<file path="config.mk">
export PLATFORM = sky130hd
export DESIGN_NAME = id_ex_stage
export DESIGN_NICKNAME = d
export VERILOG_FILES = /design/src/rtl/id_ex_stage.sv
export SDC_FILE = /design/constraint.sdc
export NUM_CORES = 1
export LEC_CHECK = 0
export CAP_MARGIN = 10
export CORE_AREA = 2 2 135 137
export CTS_CLUSTER_SIZE = 24
export DETAILED_ROUTE_END_ITERATION = 10
export DIE_AREA = 0 0 137 139
export DONT_BUFFER_PORTS = 1
export PLACE_DENSITY = 0.56
export SYNTH_ARGS = -nofsm -noshare
export SYNTH_HDL_FRONTEND = slang
export SYNTH_SLANG_ARGS = --single-unit
</file>
<file path="constraint.sdc">
create_clock -name clk -period 2.5 [get_ports clk]
set_input_delay 0.5 -clock clk [delete_from_list [all_inputs] [get_ports clk]]
set_output_delay 0.5 -clock clk [all_outputs]
set_load 0.1 [all_outputs]
</file>
<file path="src/rtl/id_ex_stage.sv">
// ID/EX pipeline register with load-use hazard stall, bubble insertion and a
// saturating stall counter. Define ID_EX_FWD_EN to add the EX forwarding selects.
module id_ex_stage #(
    parameter int CTRL_W = 16,
    parameter int CNT_W  = 16
) (
    input  logic              clk,
    input  logic              rst,
    input  logic              valid_d,
    input  logic [31:0]       pc_d,
    input  logic [31:0]       rd1_d,
    input  logic [31:0]       rd2_d,
    input  logic [31:0]       imm_d,
    input  logic [4:0]        rs1_d,
    input  logic [4:0]        rs2_d,
    input  logic [4:0]        rd_d,
    input  logic              reg_we_d,
    input  logic              mem_re_d,
    input  logic [CTRL_W-1:0] ctrl_d,
    input  logic              flush_e,
`ifdef ID_EX_FWD_EN
    input  logic [4:0]        rd_m,
    input  logic [4:0]        rd_w,
    input  logic              reg_we_m,
    input  logic              reg_we_w,
    output logic [1:0]        fwd_a_e,
    output logic [1:0]        fwd_b_e,
`endif
    output logic              stall_d,
    output logic              valid_e,
    output logic [31:0]       pc_e,
    output logic [31:0]       rd1_e,
    output logic [31:0]       rd2_e,
    output logic [31:0]       imm_e,
    output logic [4:0]        rs1_e,
    output logic [4:0]        rs2_e,
    output logic [4:0]        rd_e,
    output logic              reg_we_e,
    output logic              mem_re_e,
    output logic [CTRL_W-1:0] ctrl_e,
    output logic [CNT_W-1:0]  stall_cnt
);

    typedef struct packed {
        logic [31:0]       pc;
        logic [31:0]       rd1;
        logic [31:0]       rd2;
        logic [31:0]       imm;
        logic [4:0]        rs1;
        logic [4:0]        rs2;
        logic [4:0]        rd;
        logic              reg_we;
        logic              mem_re;
        logic [CTRL_W-1:0] ctrl;
    } ex_t;

    ex_t  ex_in;
    ex_t  ex_q;
    logic valid_q;

    // Load in EX feeding a source of the decode instruction; a flush kills it.
    assign stall_d = valid_d & valid_q & ex_q.mem_re & (ex_q.rd != 5'd0) &
                     ((ex_q.rd == rs1_d) | (ex_q.rd == rs2_d)) & ~flush_e;

    always_comb begin
        ex_in        = '0;
        ex_in.pc     = pc_d;
        ex_in.rd1    = rd1_d;
        ex_in.rd2    = rd2_d;
        ex_in.imm    = imm_d;
        ex_in.rs1    = rs1_d;
        ex_in.rs2    = rs2_d;
        ex_in.rd     = rd_d;
        ex_in.reg_we = reg_we_d & valid_d;
        ex_in.mem_re = mem_re_d & valid_d;
        ex_in.ctrl   = ctrl_d;
    end

    // Reset, flush and stall all collapse to the same all-zero NOP.
    always_ff @(posedge clk) begin
        if (rst || flush_e || stall_d) begin
            ex_q    <= '0;
            valid_q <= 1'b0;
        end else begin
            ex_q    <= ex_in;
            valid_q <= valid_d;
        end
    end

    always_ff @(posedge clk) begin
        if (rst)
            stall_cnt <= '0;
        else if (stall_d && (stall_cnt != {CNT_W{1'b1}}))
            stall_cnt <= stall_cnt + 1'b1;
    end

    assign valid_e  = valid_q;
    assign pc_e     = ex_q.pc;
    assign rd1_e    = ex_q.rd1;
    assign rd2_e    = ex_q.rd2;
    assign imm_e    = ex_q.imm;
    assign rs1_e    = ex_q.rs1;
    assign rs2_e    = ex_q.rs2;
    assign rd_e     = ex_q.rd;
    assign reg_we_e = ex_q.reg_we;
    assign mem_re_e = ex_q.mem_re;
    assign ctrl_e   = ex_q.ctrl;

`ifdef ID_EX_FWD_EN
    // MEM result is younger than WB, so it wins when both match.
    function automatic logic [1:0] fwd_sel(input logic [4:0] rs, input logic we_m,
                                           input logic [4:0] dst_m, input logic we_w,
                                           input logic [4:0] dst_w);
        if (we_m && dst_m != 5'd0 && dst_m == rs)      return 2'b10;
        else if (we_w && dst_w != 5'd0 && dst_w == rs) return 2'b01;
        else                                           return 2'b00;
    endfunction

    assign fwd_a_e = fwd_sel(ex_q.rs1, reg_we_m, rd_m, reg_we_w, rd_w);
    assign fwd_b_e = fwd_sel(ex_q.rs2, reg_we_m, rd_m, reg_we_w, rd_w);
`endif

endmodule
</file>
* Yosys cells after proc, flatten, opt, wreduce, memory -nomap -nowiden
Cells that the tools add are included.
Word-level totals: input bits 165, flip-flop bits (word level) 178, logic and storage cells 29, output and inout port bits 179
Cells by class: eq/ne operators 3, bitwise logic cells 9, reductions and logical operators 4, add/sub/neg operators 1
Operator list (count):
- $add 16x1->16 const B | 1
- $ne 16x16->1 const B | 1
- $eq 5x5->1 | 2
- $and 1x1->1 | 7
- $reduce_bool 5->1 | 1
- $logic_or 1x1->1 | 2
- $logic_and 1x1->1 | 1
- $not 1->1 | 1
- $or 1x1->1 | 1

* Logic depth before layout (Yosys ltp)
Gate-level depths: netlist (run 1).
depth after elaboration 6, mapped depth 7, gate-level depth less buffers 5

* Worst setup path after synthesis (run 1)
OpenSTA, ideal clock, no wires.
path type flip-flop to output port, from register ex_q (netlist bit rd_e[0]), to output stall_d, buffers on the path 2, required time 2000 ps, arrival time 3182 ps, path slack -1182 ps, cell stages (with the launch flop) 7, path through dfxtp_1 > xor2_1 > nor3_1 > a22oi_2 > buf_2 > buf_4 > nor2_1
On the way: longest elaborated chain between the ends 4, elaborated cells between the ends (all ways) 7, those cells by class eq/ne: 2; bitwise: 4; reduce/logical: 1
Ends and longest elaborated chain:
- start, declared | RTL line 58 | ex_t ex_q;
- start signal, assigned | RTL line 85 | ex_q <= ex_in;
- $eq 5x5->1 or $reduce_bool 5->1 (tied branches) | RTL line 63, 62
- $or 1x1->1 or $and 1x1->1 (tied branches) | RTL line 63, 62
- $and 1x1->1 * | RTL line 62 | assign stall_d = valid_d & valid_q & ex_q.mem_re & (ex_q.rd != 5'd0) &
- $and 1x1->1 * | RTL line 63 | ((ex_q.rd == rs1_d) | (ex_q.rd == rs2_d)) & ~flush_e;
- end, declared | RTL line 29 | output logic stall_d,
Every way passes the cells marked *; elsewhere a longest branch is shown, timed or not.

* Final worst setup path (run 1)
from register ex_q (netlist bit rd_e[1]), to output stall_d
The elaborated chain is that of the path after synthesis.

==> results of run 1 <==
[metrics by stage]
| stage | worst slack [ps] | instances | total power [mW] | setup TNS [ps] |
|---|---|---|---|---|
| floorplan | -23.8 | 466 | 3.91 | -23.8 |
| global placement | -23.9 | 855 | 4.11 | -247 |
| detailed placement | -114 | 855 | 4.11 | -7370 |
| CTS | 99.3 | 889 | 6.60 | 0 |
| global route | 66.3 | 889 | 6.77 | 0 |
| finish | 138 | 889 | 6.51 | 0 |
[layer usage]
metal	wire, µm	global-route usage [%]
met2	7000	23.7
met5	0	0
met1	5350	15.7
met4	264	5.91
met3	1360	5.92
[power breakdown]
group	internal (mW)	leakage, nW	switching, mW
clock	1.31	0.259	1.16
sequential	2.94	1.46	0.0342
combinational	0.200	1.66	0.875
total	4.45	3.38	2.07
[flip-flops by register name, indices dropped and copies added (netlist names)]
name and cells:
imm_e 32, pc_e 32, rd1_e 32, rd2_e 32, ctrl_e 16, stall_cnt 16
rd_e 5, rs1_e 5, rs2_e 5, mem_re_e 1, reg_we_e 1, valid_e 1
[cell type report]
class,count,share of cell area (%)
inverter,3,0.148
multi-input combinational,264,23.3
timing repair buffer,183,18.5
sequential,178,46.9
clock buffer,19,5.69
tap,229,3.77
clock inverter,13,1.58
[worst min-delay path by stage]
stage / end / cells after the start
2_1_floorplan: rd_e[0] / 1
3_3_place_gp: stall_cnt[1] / 2
3_5_place_dp: stall_cnt[1] / 2
4_1_cts: stall_cnt[7] / 1
5_1_grt: stall_cnt[14] / 1
6_report: stall_cnt[7] / 1
[layout by cell type (no fill, tap or decap), types with 2 or more instances in the layout]
| master | n |
|---|---|
| clkinvlp_4 | 4 |
| nor4_1 | 2 |
| nor2b_1 | 5 |
| or4_1 | 7 |
| inv_8 | 3 |
| or3_1 | 2 |
| buf_4 | 180 |
| nor4_2 | 2 |
| a21oi_1 | 9 |
| and4_1 | 2 |
| inv_6 | 3 |
| o31ai_1 | 7 |
| dfxtp_2 | 7 |
| and3_1 | 3 |
| nand2_1 | 8 |
| o41ai_1 | 2 |
| nor3_2 | 2 |
| clkbuf_1 | 2 |
| mux2_4 | 4 |
| dfxtp_1 | 171 |
| nor2_1 | 11 |
| nand4_1 | 2 |
| nand2b_1 | 2 |
| xor2_1 | 10 |
| nand3_1 | 6 |
| clkbuf_16 | 17 |
| and2_1 | 160 |
| buf_12 | 3 |
| inv_1 | 3 |
[logic make-up after synthesis]
family	after synthesis	share of synthesized area, %
AO/OA/AOI/OAI	23	3.29
XOR/XNOR	10	1.61
adder cells (fa/ha/maj)	1	0.230
buffers and inverters	25	2.28
flip-flops	178	65.5
multiplexers	6	1.50
AND/OR/NAND/NOR	223	25.5
[timing repair]
action,4_1_cts,5_1_grt
gates resized for setup,1,0
endpoints found under the setup margin,4,0
setup buffers,1,0
==> results_dict.tcl, run 1 <==
set metrics [dict create \
    final_area_um2 7610 \
    fin_hold_ws_ps 142 \
    ys.flop_type "dfxtp_1" \
    io_buffers 0 \
    max_stage_delay_ps 540 \
    crit_path_max_fanout 9 \
    power_density_nw_per_um2 856 \
    worstHoldStart "rst" \
    syn_avg_cell_area_um2 11.7 \
    synth_warnings 0 \
    die_area_um2 19000 \
    final-setup-viol-count 0 \
    cp_slowest_cell "or4_4" \
    synth_common_cells "dfxtp_1, and2_1, nor2_1" \
    multi_input_area_um2 1780 \
    avgViaCountPerCell 4.31 \
    drtAntennaViolNets 0 \
    tightestPinTransition_ps 880 \
    utilization_pct 43.1 \
    clk_pin_slew_worst_paths_ps 70 \
    cts_max_level 4 \
    first_pass_iters 4 \
    ctsHoldBuffers 0 \
    clock-sinks 178 \
    finalHoldViolations 0 \
    drcViolationCount 0 \
    ys_types 41 \
    reg2reg_slack_ps 340 \
    gp_congestion 0.812 \
    fmaxAchievable_mhz 423 \
    reg2reg_depth 6 \
    grt-ovfl-total 0 \
    r2r_end "stall_cnt[15]" \
    grtUsageTotal_pct 14.2 \
    seq_area_um2 3570 \
    finClkSkew_ps 9.22 \
    yosys.area.top_type "dfxtp_1" \
    die-height_um 139 \
    crit_end "stall_d" \
    crit_type "reg -> out" \
    reg2reg_from "rd_e[0]" \
    ys_seq_elements 178 \
    crit_arrival_ps 1860 \
    grt_max_degree 70 \
    drive_gt1_share_pct 36.2 \
    cp-end-kind "output port" \
    synth.most_common_cell "dfxtp_1" \
    synth-seq-area-share_pct 65.5 \
    crit_path_start "rd_e[1]" \
    start_util_pct 30.8 \
    status "finished clean" \
    slew_headroom_pct 41.3 \
    crit_buf_inv 1 \
    grt_pass1_vias 3754 \
    critPathTopFamily "simple AND/OR/NAND/NOR gates" \
    vdd_drop_max_mv 0.426 \
    syn_inst 466 \
    rows 49 \
    vias 3833 \
    synth_edf_count 0 \
    post_dp_cell_area_um2 7040 \
    fp.dieW_um 137 \
    p_leak_nw 3.38 \
    timing.final.crit_share_pct 94.5 \
    netlist_area_um2 5440 \
    antenna_found_initial 2 \
    path_cells "or4_4 -> o21ai_4 -> nor2_4 -> buf_12" \
    clockBufferDepth 2 \
    io_pins 344 \
    cp.depth 4 \
    synthTopCellsByArea "dfxtp_1, and2_1, xor2_1" \
    hp-class "in -> reg" \
    grt_pass1_wl_um 20300 \
    synth-async-reset-ratio_pct 0 \
    num_antenna_cells 0 \
    clock_latency_ps 420 \
    nFillCells 1670 \
    slew_viol_final 0 \
    area_growth_pct 40.0 \
    wirelength_um 14000 \
    fin_nets 813 \
    drtIter0Drc 158 \
    syn_nets 632 \
    post_drt_wl_per_cell_um 15.7 \
    core_area_um2 17700 \
    max_cap_violations 0 \
    yosysTopAreaCellShare_pct 65.5 \
    cts_buffers 17 \
    clock_tree.root_cell "clkbuf_16" \
    layout_min_cycle_time_ps 2360 \
    worstPathRequired_ps 2000 \
    cp-start-kind "flop" \
    dp.final_hpwl_um 10600 \
    rsz0062_at_grt "false" \
    tritoncts "yes" \
]
Note: power is estimated with default switching activity, not from simulation.
==> inputs of run 2 (changes only) <==
==> constraint.sdc (replaced) <==
create_clock -name clk -period 2.9 [get_ports clk]
set_input_delay 0.58 -clock clk [delete_from_list [all_inputs] [get_ports clk]]
set_output_delay 0.58 -clock clk [all_outputs]
set_load 0.1 [all_outputs]
==> results_dict.tcl, run 2 (synthesis results as in run 1) <==
set metrics [dict create \
    timing.final.crit_share_pct 91.4 \
    fin_hold_ws_ps 222 \
    core_area_um2 17700 \
    final-setup-viol-count 0 \
    first_pass_iters 4 \
    rsz0062_at_grt "false" \
    dp.final_hpwl_um 9780 \
    area_growth_pct 18.0 \
    preCtsSetupSlack_ps 575 \
    antenna_found_initial 4 \
    utilization_pct 36.3 \
    crit_arrival_ps 2070 \
    hp-class "in -> reg" \
    clock_latency_ps 420 \
    p_leak_nw 2.55 \
    vdd_drop_max_mv 0.357 \
    p_total_mw 5.48 \
    crit_type "reg -> out" \
    cts_buffers 17 \
    vias 3298 \
    grt_pass1_wl_um 18700 \
    final_area_um2 6410 \
    layout_min_cycle_time_ps 2650 \
    cp-end-kind "output port" \
    final_cell_mix "dfxtp_1, and2_1, buf_4, clkbuf_16, nor2_1" \
    fin_cells 733 \
    die_area_um2 19000 \
    post_cts_buffers 0 \
    setup_ws_ps 248 \
    nFillCells 1727 \
    worstPathRequired_ps 2320 \
    tritoncts "yes" \
    clock-sinks 178 \
    gp_congestion 0.805 \
    reg2reg_from "rd_e[2]" \
    clockBufferDepth 2 \
    status "finished clean" \
    grt-ovfl-total 0 \
    slew_headroom_pct 32.3 \
    cts_max_level 4 \
    fp.dieW_um 137 \
    fin_nets 656 \
    ctsHoldBuffers 0 \
    io_pins 344 \
    fmaxAchievable_mhz 377 \
    cp-start-kind "flop" \
    clock_tree.root_cell "clkbuf_16" \
    fin_tns_setup_ps 0 \
    finClkSkew_ps 8.70 \
    seq_area_um2 3570 \
    io_buffers 0 \
    drive_gt1_share_pct 15.5 \
    layout_commonest_cell "dfxtp_1" \
    slew_viol_final 0 \
    grtUsageTotal_pct 13.2 \
    crit_path_max_fanout 5 \
    grt_max_degree 163 \
    finalHoldViolations 0 \
    multi_input_area_um2 1760 \
    ctsResizeCount 0 \
    start_util_pct 30.8 \
    die-height_um 139 \
    rows 49 \
    wirelength_um 12900 \
    power_density_nw_per_um2 855 \
    drtIter0Drc 111 \
    worstHoldStart "rst" \
    crit_path_start "rd_e[2]" \
    grt_pass1_vias 3423 \
    post_drt_wl_per_cell_um 17.6 \
    avgViaCountPerCell 4.50 \
    max_cap_violations 0 \
    clk_pin_slew_worst_paths_ps 70 \
    drcViolationCount 0 \
    placed_cells 700 \
    tightestPinTransition_ps 1010 \
    post_dp_cell_area_um2 5860 \
    drtAntennaViolNets 0 \
]
-- run 2: changes by cell type in the layout (fill, tap and decap cells not counted), sizes merged --
| cell | previous run | this run |
|---|---|---|
| diode | 0 | 1 |
| buf | 183 | 27 |
| a22oi | 2 | 1 |
-- run 2: worst paths after layout --
path                                      end  slack (ps)  depth (start not counted)
worst min register to register   stall_cnt[1]         670                          3
worst max register to register  stall_cnt[10]         570                          6
worst min-delay path             stall_cnt[2]         220                          1
worst max-delay path                  stall_d         250                          5
-- run 2: final cells by class --
class / instances / share of cell area, %
timing repair buffer: 27 / 3.55
inverter: 3 / 0.176
antenna: 1 / 0.0390
multi-input combinational: 263 / 27.5
clock inverter: 13 / 1.91
sequential: 178 / 55.6
clock buffer: 19 / 6.75
tap: 229 / 4.47
-- run 2: layer usage --
layer / routed length (µm) / GRT usage (%) / up-vias
li1: - / - / 1543
met1: 4350 / 12.1 / 1528
met2: 6700 / 23.4 / 203
met3: 1630 / 7.82 / 20
met4: 210 / 5.43 / 4
met5: 27 / 0 / -
-- run 2: where the power goes --
group / leakage, nW / switching (mW) / internal [mW]
clock: 0.261 / 1.00 / 1.13
sequential: 1.46 / 0.672 / 2.53
combinational: 0.824 / 0.0838 / 0.0628
total: 2.55 / 1.76 / 3.73
-- run 2: critical path, cell delays in order (launching register included) --
cell and delay, ps:
dfxtp_2 710, xor2_1 150, nor3_1 260, a22oi_2 190, nor2_4 160, buf_12 180
